==> src/rtl/bn_seq_pkg.sv <==
// +----------------------------------------------------------------------+
// | bn_seq_pkg: shared types for the layer-7 BN/residual sequencer        |
// | Revision: 1.0                                                         |
// +----------------------------------------------------------------------+
`default_nettype none

package bn_seq_pkg;

  typedef enum logic [1:0] {
    ST_IDLE  = 2'd0,
    ST_LOAD  = 2'd1,
    ST_CALC  = 2'd2,
    ST_DRAIN = 2'd3
  } state_t;

  // Datapath mode encoding is fixed by the existing datapath.
  localparam logic MODE_RELOAD = 1'b0;
  localparam logic MODE_CALC   = 1'b1;

endpackage

`default_nettype wire

==> src/rtl/bn_para_fetch.sv <==
// +----------------------------------------------------------------------+
// | bn_para_fetch: one-outstanding parameter fetch and reg-file writer    |
// | Revision: 1.0                                                         |
// +----------------------------------------------------------------------+
`default_nettype none

module bn_para_fetch #(
  parameter int CHANNEL_NUM = 512,
  parameter int PARA_WIDTH  = 16,
  parameter int CH_AW       = $clog2(CHANNEL_NUM)
) (
  input  logic                  clk,
  input  logic                  rst_n,
  input  logic                  load_i,
  input  logic                  para_vld_i,
  input  logic [PARA_WIDTH-1:0] para_a_i,
  input  logic [PARA_WIDTH-1:0] para_b_i,
  output logic                  para_req_o,
  output logic [CH_AW-1:0]      para_addr_o,
  output logic                  bn_we_o,
  output logic [CH_AW-1:0]      bn_waddr_o,
  output logic [PARA_WIDTH-1:0] bn_wa_o,
  output logic [PARA_WIDTH-1:0] bn_wb_o,
  output logic                  last_we_o
);

  localparam logic [CH_AW-1:0] LAST_ADDR = CH_AW'(CHANNEL_NUM - 1);

  logic                  req_q, req_d;
  logic [CH_AW-1:0]      addr_q, addr_d;
  logic                  we_q, we_d;
  logic [CH_AW-1:0]      waddr_q, waddr_d;
  logic [PARA_WIDTH-1:0] wa_q, wa_d;
  logic [PARA_WIDTH-1:0] wb_q, wb_d;

  always_comb begin
    req_d   = req_q;
    addr_d  = addr_q;
    we_d    = 1'b0;
    waddr_d = waddr_q;
    wa_d    = wa_q;
    wb_d    = wb_q;
    if (load_i) begin
      req_d  = 1'b1;
      addr_d = '0;
    end else if (req_q && para_vld_i) begin
      req_d   = 1'b0;
      we_d    = 1'b1;
      waddr_d = addr_q;
      wa_d    = para_a_i;
      wb_d    = para_b_i;
    end else if (we_q && (waddr_q != LAST_ADDR)) begin
      // Request gap is exactly the write cycle; next channel follows.
      req_d  = 1'b1;
      addr_d = addr_q + 1'b1;
    end
  end

  always_ff @(posedge clk) begin
    if (!rst_n) begin
      req_q   <= 1'b0;
      addr_q  <= '0;
      we_q    <= 1'b0;
      waddr_q <= '0;
      wa_q    <= '0;
      wb_q    <= '0;
    end else begin
      req_q   <= req_d;
      addr_q  <= addr_d;
      we_q    <= we_d;
      waddr_q <= waddr_d;
      wa_q    <= wa_d;
      wb_q    <= wb_d;
    end
  end

  assign para_req_o  = req_q;
  assign para_addr_o = addr_q;
  assign bn_we_o     = we_q;
  assign bn_waddr_o  = waddr_q;
  assign bn_wa_o     = wa_q;
  assign bn_wb_o     = wb_q;
  assign last_we_o   = we_q && (waddr_q == LAST_ADDR);

endmodule

`default_nettype wire

==> src/rtl/bn_res_seq_layer7.sv <==
// +----------------------------------------------------------------------+
// | bn_res_seq_layer7: sequencer for the layer-7 BN + residual datapath   |
// | Revision: 1.0                                                         |
// +----------------------------------------------------------------------+
`default_nettype none

module bn_res_seq_layer7
  import bn_seq_pkg::*;
#(
  parameter int CHANNEL_NUM = 512,
  parameter int PIXEL_NUM   = 16,
  parameter int PARA_WIDTH  = 16,
  parameter int CH_AW       = $clog2(CHANNEL_NUM),
  parameter int PIX_AW      = $clog2(PIXEL_NUM)
) (
  input  logic                  clk,
  input  logic                  rst_n,
  input  logic                  start,
  input  logic                  start_noload,
  output logic                  para_req,
  output logic [CH_AW-1:0]      para_addr,
  input  logic                  para_vld,
  input  logic [PARA_WIDTH-1:0] para_a,
  input  logic [PARA_WIDTH-1:0] para_b,
  output logic                  bn_we,
  output logic [CH_AW-1:0]      bn_waddr,
  output logic [PARA_WIDTH-1:0] bn_wa,
  output logic [PARA_WIDTH-1:0] bn_wb,
  output logic                  mode,
  input  logic                  psum_e,
  output logic                  res_re,
  output logic [PIX_AW-1:0]     res_raddr,
  output logic                  bn_data_e,
  input  logic                  bn_e_out,
  output logic                  busy,
  output logic                  done,
  output logic                  overrun
);

  localparam int               CNT_W   = PIX_AW + 1;
  localparam logic [CNT_W-1:0] PIX_END = CNT_W'(PIXEL_NUM);

  state_t           state_q, state_d;
  logic [CNT_W-1:0] in_cnt_q, in_cnt_d;
  logic [CNT_W-1:0] out_cnt_q, out_cnt_d;
  logic             overrun_q, overrun_d;
  logic             data_e_q;
  logic             load_go;
  logic             accept;
  logic             last_we;
  logic             in_pass;

  assign load_go = (state_q == ST_IDLE) && start;
  assign in_pass = (state_q == ST_CALC) || (state_q == ST_DRAIN);
  assign accept  = (state_q == ST_CALC) && psum_e && (in_cnt_q < PIX_END);

  bn_para_fetch #(
    .CHANNEL_NUM (CHANNEL_NUM),
    .PARA_WIDTH  (PARA_WIDTH),
    .CH_AW       (CH_AW)
  ) u_fetch (
    .clk         (clk),
    .rst_n       (rst_n),
    .load_i      (load_go),
    .para_vld_i  (para_vld),
    .para_a_i    (para_a),
    .para_b_i    (para_b),
    .para_req_o  (para_req),
    .para_addr_o (para_addr),
    .bn_we_o     (bn_we),
    .bn_waddr_o  (bn_waddr),
    .bn_wa_o     (bn_wa),
    .bn_wb_o     (bn_wb),
    .last_we_o   (last_we)
  );

  always_comb begin
    state_d   = state_q;
    in_cnt_d  = in_cnt_q;
    out_cnt_d = out_cnt_q;
    overrun_d = overrun_q;
    if (accept) in_cnt_d = in_cnt_q + 1'b1;
    if (in_pass && bn_e_out && (out_cnt_q < PIX_END)) out_cnt_d = out_cnt_q + 1'b1;
    case (state_q)
      ST_IDLE: begin
        if (start) begin
          state_d   = ST_LOAD;
          overrun_d = 1'b0;
        end else if (start_noload) begin
          state_d   = ST_CALC;
          overrun_d = 1'b0;
          in_cnt_d  = '0;
          out_cnt_d = '0;
        end
      end
      ST_LOAD: begin
        if (last_we) begin
          state_d   = ST_CALC;
          in_cnt_d  = '0;
          out_cnt_d = '0;
        end
      end
      ST_CALC: begin
        if (accept && (in_cnt_q == PIX_END - 1'b1)) state_d = ST_DRAIN;
      end
      ST_DRAIN: begin
        if (psum_e) overrun_d = 1'b1;
        if (out_cnt_q == PIX_END) state_d = ST_IDLE;
      end
      default: state_d = ST_IDLE;
    endcase
  end

  always_ff @(posedge clk) begin
    if (!rst_n) begin
      state_q   <= ST_IDLE;
      in_cnt_q  <= '0;
      out_cnt_q <= '0;
      overrun_q <= 1'b0;
      data_e_q  <= 1'b0;
    end else begin
      state_q   <= state_d;
      in_cnt_q  <= in_cnt_d;
      out_cnt_q <= out_cnt_d;
      overrun_q <= overrun_d;
      data_e_q  <= accept;
    end
  end

  // Residual read data lands one cycle after res_re, so data_e trails it.
  assign res_re    = accept;
  assign res_raddr = in_cnt_q[PIX_AW-1:0];
  assign bn_data_e = data_e_q;
  assign mode      = in_pass ? MODE_CALC : MODE_RELOAD;
  assign busy      = (state_q != ST_IDLE);
  assign done      = (state_q == ST_DRAIN) && (out_cnt_q == PIX_END);
  assign overrun   = overrun_q;

endmodule

`default_nettype wire

==> config.mk <==
export PLATFORM = sky130hd
export DESIGN_NAME = bn_res_seq_layer7
export DESIGN_NICKNAME = d
export VERILOG_FILES = /design/src/rtl/bn_seq_pkg.sv /design/src/rtl/bn_para_fetch.sv /design/src/rtl/bn_res_seq_layer7.sv
export SDC_FILE = /design/constraint.sdc
export NUM_CORES = 1
export LEC_CHECK = 0
export CAP_MARGIN = 25
export CELL_PAD_IN_SITES_DETAIL_PLACEMENT = 0
export CELL_PAD_IN_SITES_GLOBAL_PLACEMENT = 1
export CORE_ASPECT_RATIO = 0.6
export CORE_MARGIN = 5
export CORE_UTILIZATION = 30
export DETAILED_ROUTE_END_ITERATION = 6
export PLACE_DENSITY_LB_ADDON = 0.1
export SYNTH_ARGS = -nofsm -noshare
export SYNTH_HDL_FRONTEND = slang
export SYNTH_SLANG_ARGS = --single-unit
==> constraint.sdc <==
create_clock -name clk -period 2.3 [get_ports clk]
set_clock_uncertainty 0.2 [all_clocks]
set_input_delay 0.23 -clock clk [delete_from_list [all_inputs] [get_ports clk]]
set_output_delay 0.23 -clock clk [all_outputs]
set_load 0.05 [all_outputs]
==> impl_metrics.py, run 1 <==
metrics = {
    "logic_synthesis": {
        "synth_area_mm2": 0.00271,
        "netlist_top_cells_area": "dfxtp_1, nand2_1, a21oi_1",
        "most_used_flip_flop_cell_after_synthesis": "dfxtp_1",
        "netlist_instances": 330,
        "synth-edff-count": 0,
        "syn_area_per_cell_um2": 8.22,
        "yosys_warnings": 0,
        "yosys.area.top_type_share_pct": 48.7,
        "ys_seq_area_share_pct": 48.7,
        "yosys_register_bits": 66,
        "async_flop_share_pct": 0,
        "synth.distinct_cells": 43,
        "synth_fp_nets": 378,
        "post-synth-top-area-cell": "dfxtp_1",
    },
    "critical_path": {
        "endpoint_kind": "output port",
        "cp-start-kind": "register",
        "path_class": "reg2out",
        "path_delay_family": "buffers and inverters",
        "crit_chain": "clkdlybuf4s50_1",
        "worst-endpoint-arrival_ns": 1.65,
        "crit_required_ns": 1.87,
        "cp_max_delay_cell": "clkdlybuf4s50_1",
        "path_max_fanout": 6,
        "critical_path_buf_inv_count": 1,
        "critical_path.max_stage_delay_ns": 0.86,
    },
    "timing": {
        "worst_slew_pin_slew_ns": 0.645,
        "worst_hold_slack_across_all_endpoints_ns": 0.244,
        "headroom_to_the_max_slew_limit_pct": 56.3,
        "setup_viol": 0,
        "clock.fmax_ghz": 0.480,
        "min_period_over_period_pct": 90.5,
        "timing.final.max_slew_violations": 0,
        "hold_viol": 0,
        "fin_setup_tns_ns": 0,
        "rsz0062_at_grt": "no",
        "min_period_ns": 2.08,
    },
    "clock_network": {
        "cts_inserted_buffers": 9,
        "worst_setup_hold_path_clk_slew_ns": 0.05,
        "cts_max_level": 3,
        "gates_resized_cts_repair": 0,
        "cts-hold-fix-buffers": 0,
        "worstSkewPairLatency_ns": 0.33,
        "clock-sinks": 66,
        "clk_root_buffer_cell": "clkbuf_16",
        "postCtsSetupRepairBufs": 0,
        "tritoncts": "done",
        "cts_buffer_depth": 2,
    },
    "die": {
        "core_mm2": 0.00865,
        "die_y_um": 83.7,
        "dieWidth_um": 133,
        "start_util_pct": 31.4,
        "rows": 26,
        "floorplan.die_area_mm2": 0.0111,
        "floorplan.io_pins": 101,
    },
    "final_layout": {
        "layout_common_cells": "clkdlybuf4s50_1, nand2_1, dfxtp_1",
        "drive_gt1_share_pct": 8.26,
        "fin_util_pct": 47.4,
        "final_cell_count_no_fill": 548,
        "diodes": 0,
        "finish.net_count": 480,
        "sequential_cell_area_mm2": 0.00132,
        "areaGrowthSynthToFinish_pct": 51.2,
        "multi_input_gate_area_mm2": 0.00126,
        "fill_cells": 862,
        "layout.cells.most_common": "clkdlybuf4s50_1",
        "final_cell_area_mm2": 0.00410,
    },
    "global_route": {
        "wire_length_of_the_first_global_routing_pass_um": 12800,
        "track_usage_pct": 14.7,
        "antenna_found_initial": 0,
        "first_global_vias": 2418,
        "largest_net_degree_at_the_start_of_global_routing": 31,
        "overflow": 0,
    },
    "detailed_routing": {
        "wirelength_um": 8010,
        "route.detailed.wl_per_inst_um": 14.6,
        "detailroute.wirelength.met3_um": 571,
        "drt_iter0_drc": 135,
        "dr_total_vias": 2520,
        "route.layer.met1.wl_um": 4130,
        "detailedRoute.firstPassIterationCount": 4,
        "drc": 0,
        "per_cell_via_count_in_the_routed_design": 4.60,
        "met2_wire_len_um": 3270,
        "highest_signal_layer": "met4",
        "ant_nets": 0,
    },
    "worst_hold_path": {
        "worst_hold_path_type": "in2reg",
    },
    "power": {
        "powerDensity_mw_per_mm2": 827,
        "cellLeakagePower_nw": 1.44,
        "irDropWorstVdd_mv": 0.358,
    },
    "placement": {
        "dp.cells": 533,
        "placedInstanceArea_mm2": 0.00385,
        "portBuffers": 100,
        "dp.final_hpwl_um": 5690,
        "place_congestion": 0.776,
    },
    "outcome": {
        "outcome": "completed",
    },
    "flow_run": {
        "timing.max_cap.violations": 0,
    },
}
==> synthesized netlist by cell type (2+ instances only) <==
library cell  instances
a21oi_1              52
and3_1                2
buf_4                 4
clkbuf_1             13
dfxtp_1              66
ha_1                  9
inv_1                 8
mux2i_1               2
nand2_1              90
nand2_2               2
nand2b_1              2
nand3_1               7
nand3b_1              2
nand4_1               2
nor2_1               16
nor3_1                5
nor3b_1               2
o21ai_0               8
o21ai_1               2
o31ai_1               3
or3_1                 4
or4_1                 2
xnor2_1               4
xor2_1                4
==> final cells by class <==
cell class	instances	area share, %
Timing Repair Buffer	110	26.6
Inverter	9	0.823
Clock buffer	11	5.67
Clock inverter	4	0.488
Sequential cell	66	32.2
Tap cell	112	3.42
Multi-Input combinational cell	236	30.8
==> registers in the layout, summed over array words and instances, names as in the netlist <==
name,count
u_fetch.para_addr_o,9
u_fetch.bn_we_o,1
bn_data_e,1
u_fetch.para_req_o,1
u_fetch.bn_wb_o,16
u_fetch.bn_wa_o,16
u_fetch.bn_waddr_o,9
overrun,1
out_cnt_q,5
state_q,2
in_cnt_q,5
==> layer usage <==
layer | up-vias | GRT usage (%)
met2 | 67 | 20.4
met1 | 1136 | 19.7
met4 | 0 | 5.38
met5 | - | 0
met3 | 4 | 6.99
li1 | 1313 | -
==> tightest hold or removal path, stage by stage <==
cell,delay [ns]
clkdlybuf4s50_1,0.39
nand2_1,0.05
a21oi_1,0.05
==> cells by family (layout without fill, tap and decap cells) <==
group	after synthesis	in the layout	synth area share, %
AO/OA/AOI/OAI	74	74	15.4
multiplexers	2	2	0.738
buffers and inverters	28	134	4.75
XOR/XNOR	8	8	2.58
AND/OR/NAND/NOR	143	143	23.7
adder cells (fa/ha/maj)	9	9	4.15
flip-flops	66	66	48.7
==> where the power goes <==
part / switching (W) / internal, W
Sequential: 0.0000549 / 0.00122
Combinational: 0.000587 / 0.000338
Clock: 0.000480 / 0.000715
Total: 0.00112 / 0.00227
==> through the flow <==
| stage | setup slack (ns) | power [W] |
|---|---|---|
| finish | 0.219 | 0.00339 |
| global route | 0.145 | 0.00355 |
| CTS | 0.196 | 0.00344 |
| detailed placement | 0.324 | 0.00223 |
| global placement | 0.363 | 0.00222 |
| floorplan | 0.252 | 0.00190 |
==> worst paths after layout <==
path,slack (ns),depth (start not counted),to,startpoint
min,0.24,3,u_fetch.bn_wa_o[15],para_a[15]
min reg2reg,0.25,2,u_fetch.bn_wb_o[6],u_fetch.bn_wb_o[6]
max,0.22,1,para_addr[2],u_fetch.para_addr_o[2]
max reg2reg,0.44,7,u_fetch.bn_wa_o[7],state_q[0]
No activity file was read; power rests on OpenSTA's default activity.
==> inputs of run 2 (changes only) <==
Settings changed: SKIP_CTS_REPAIR_TIMING from default to 1.
==> results of run 2 <==
Same layout as run 1: the final DEF is identical, and so are final timing and power.
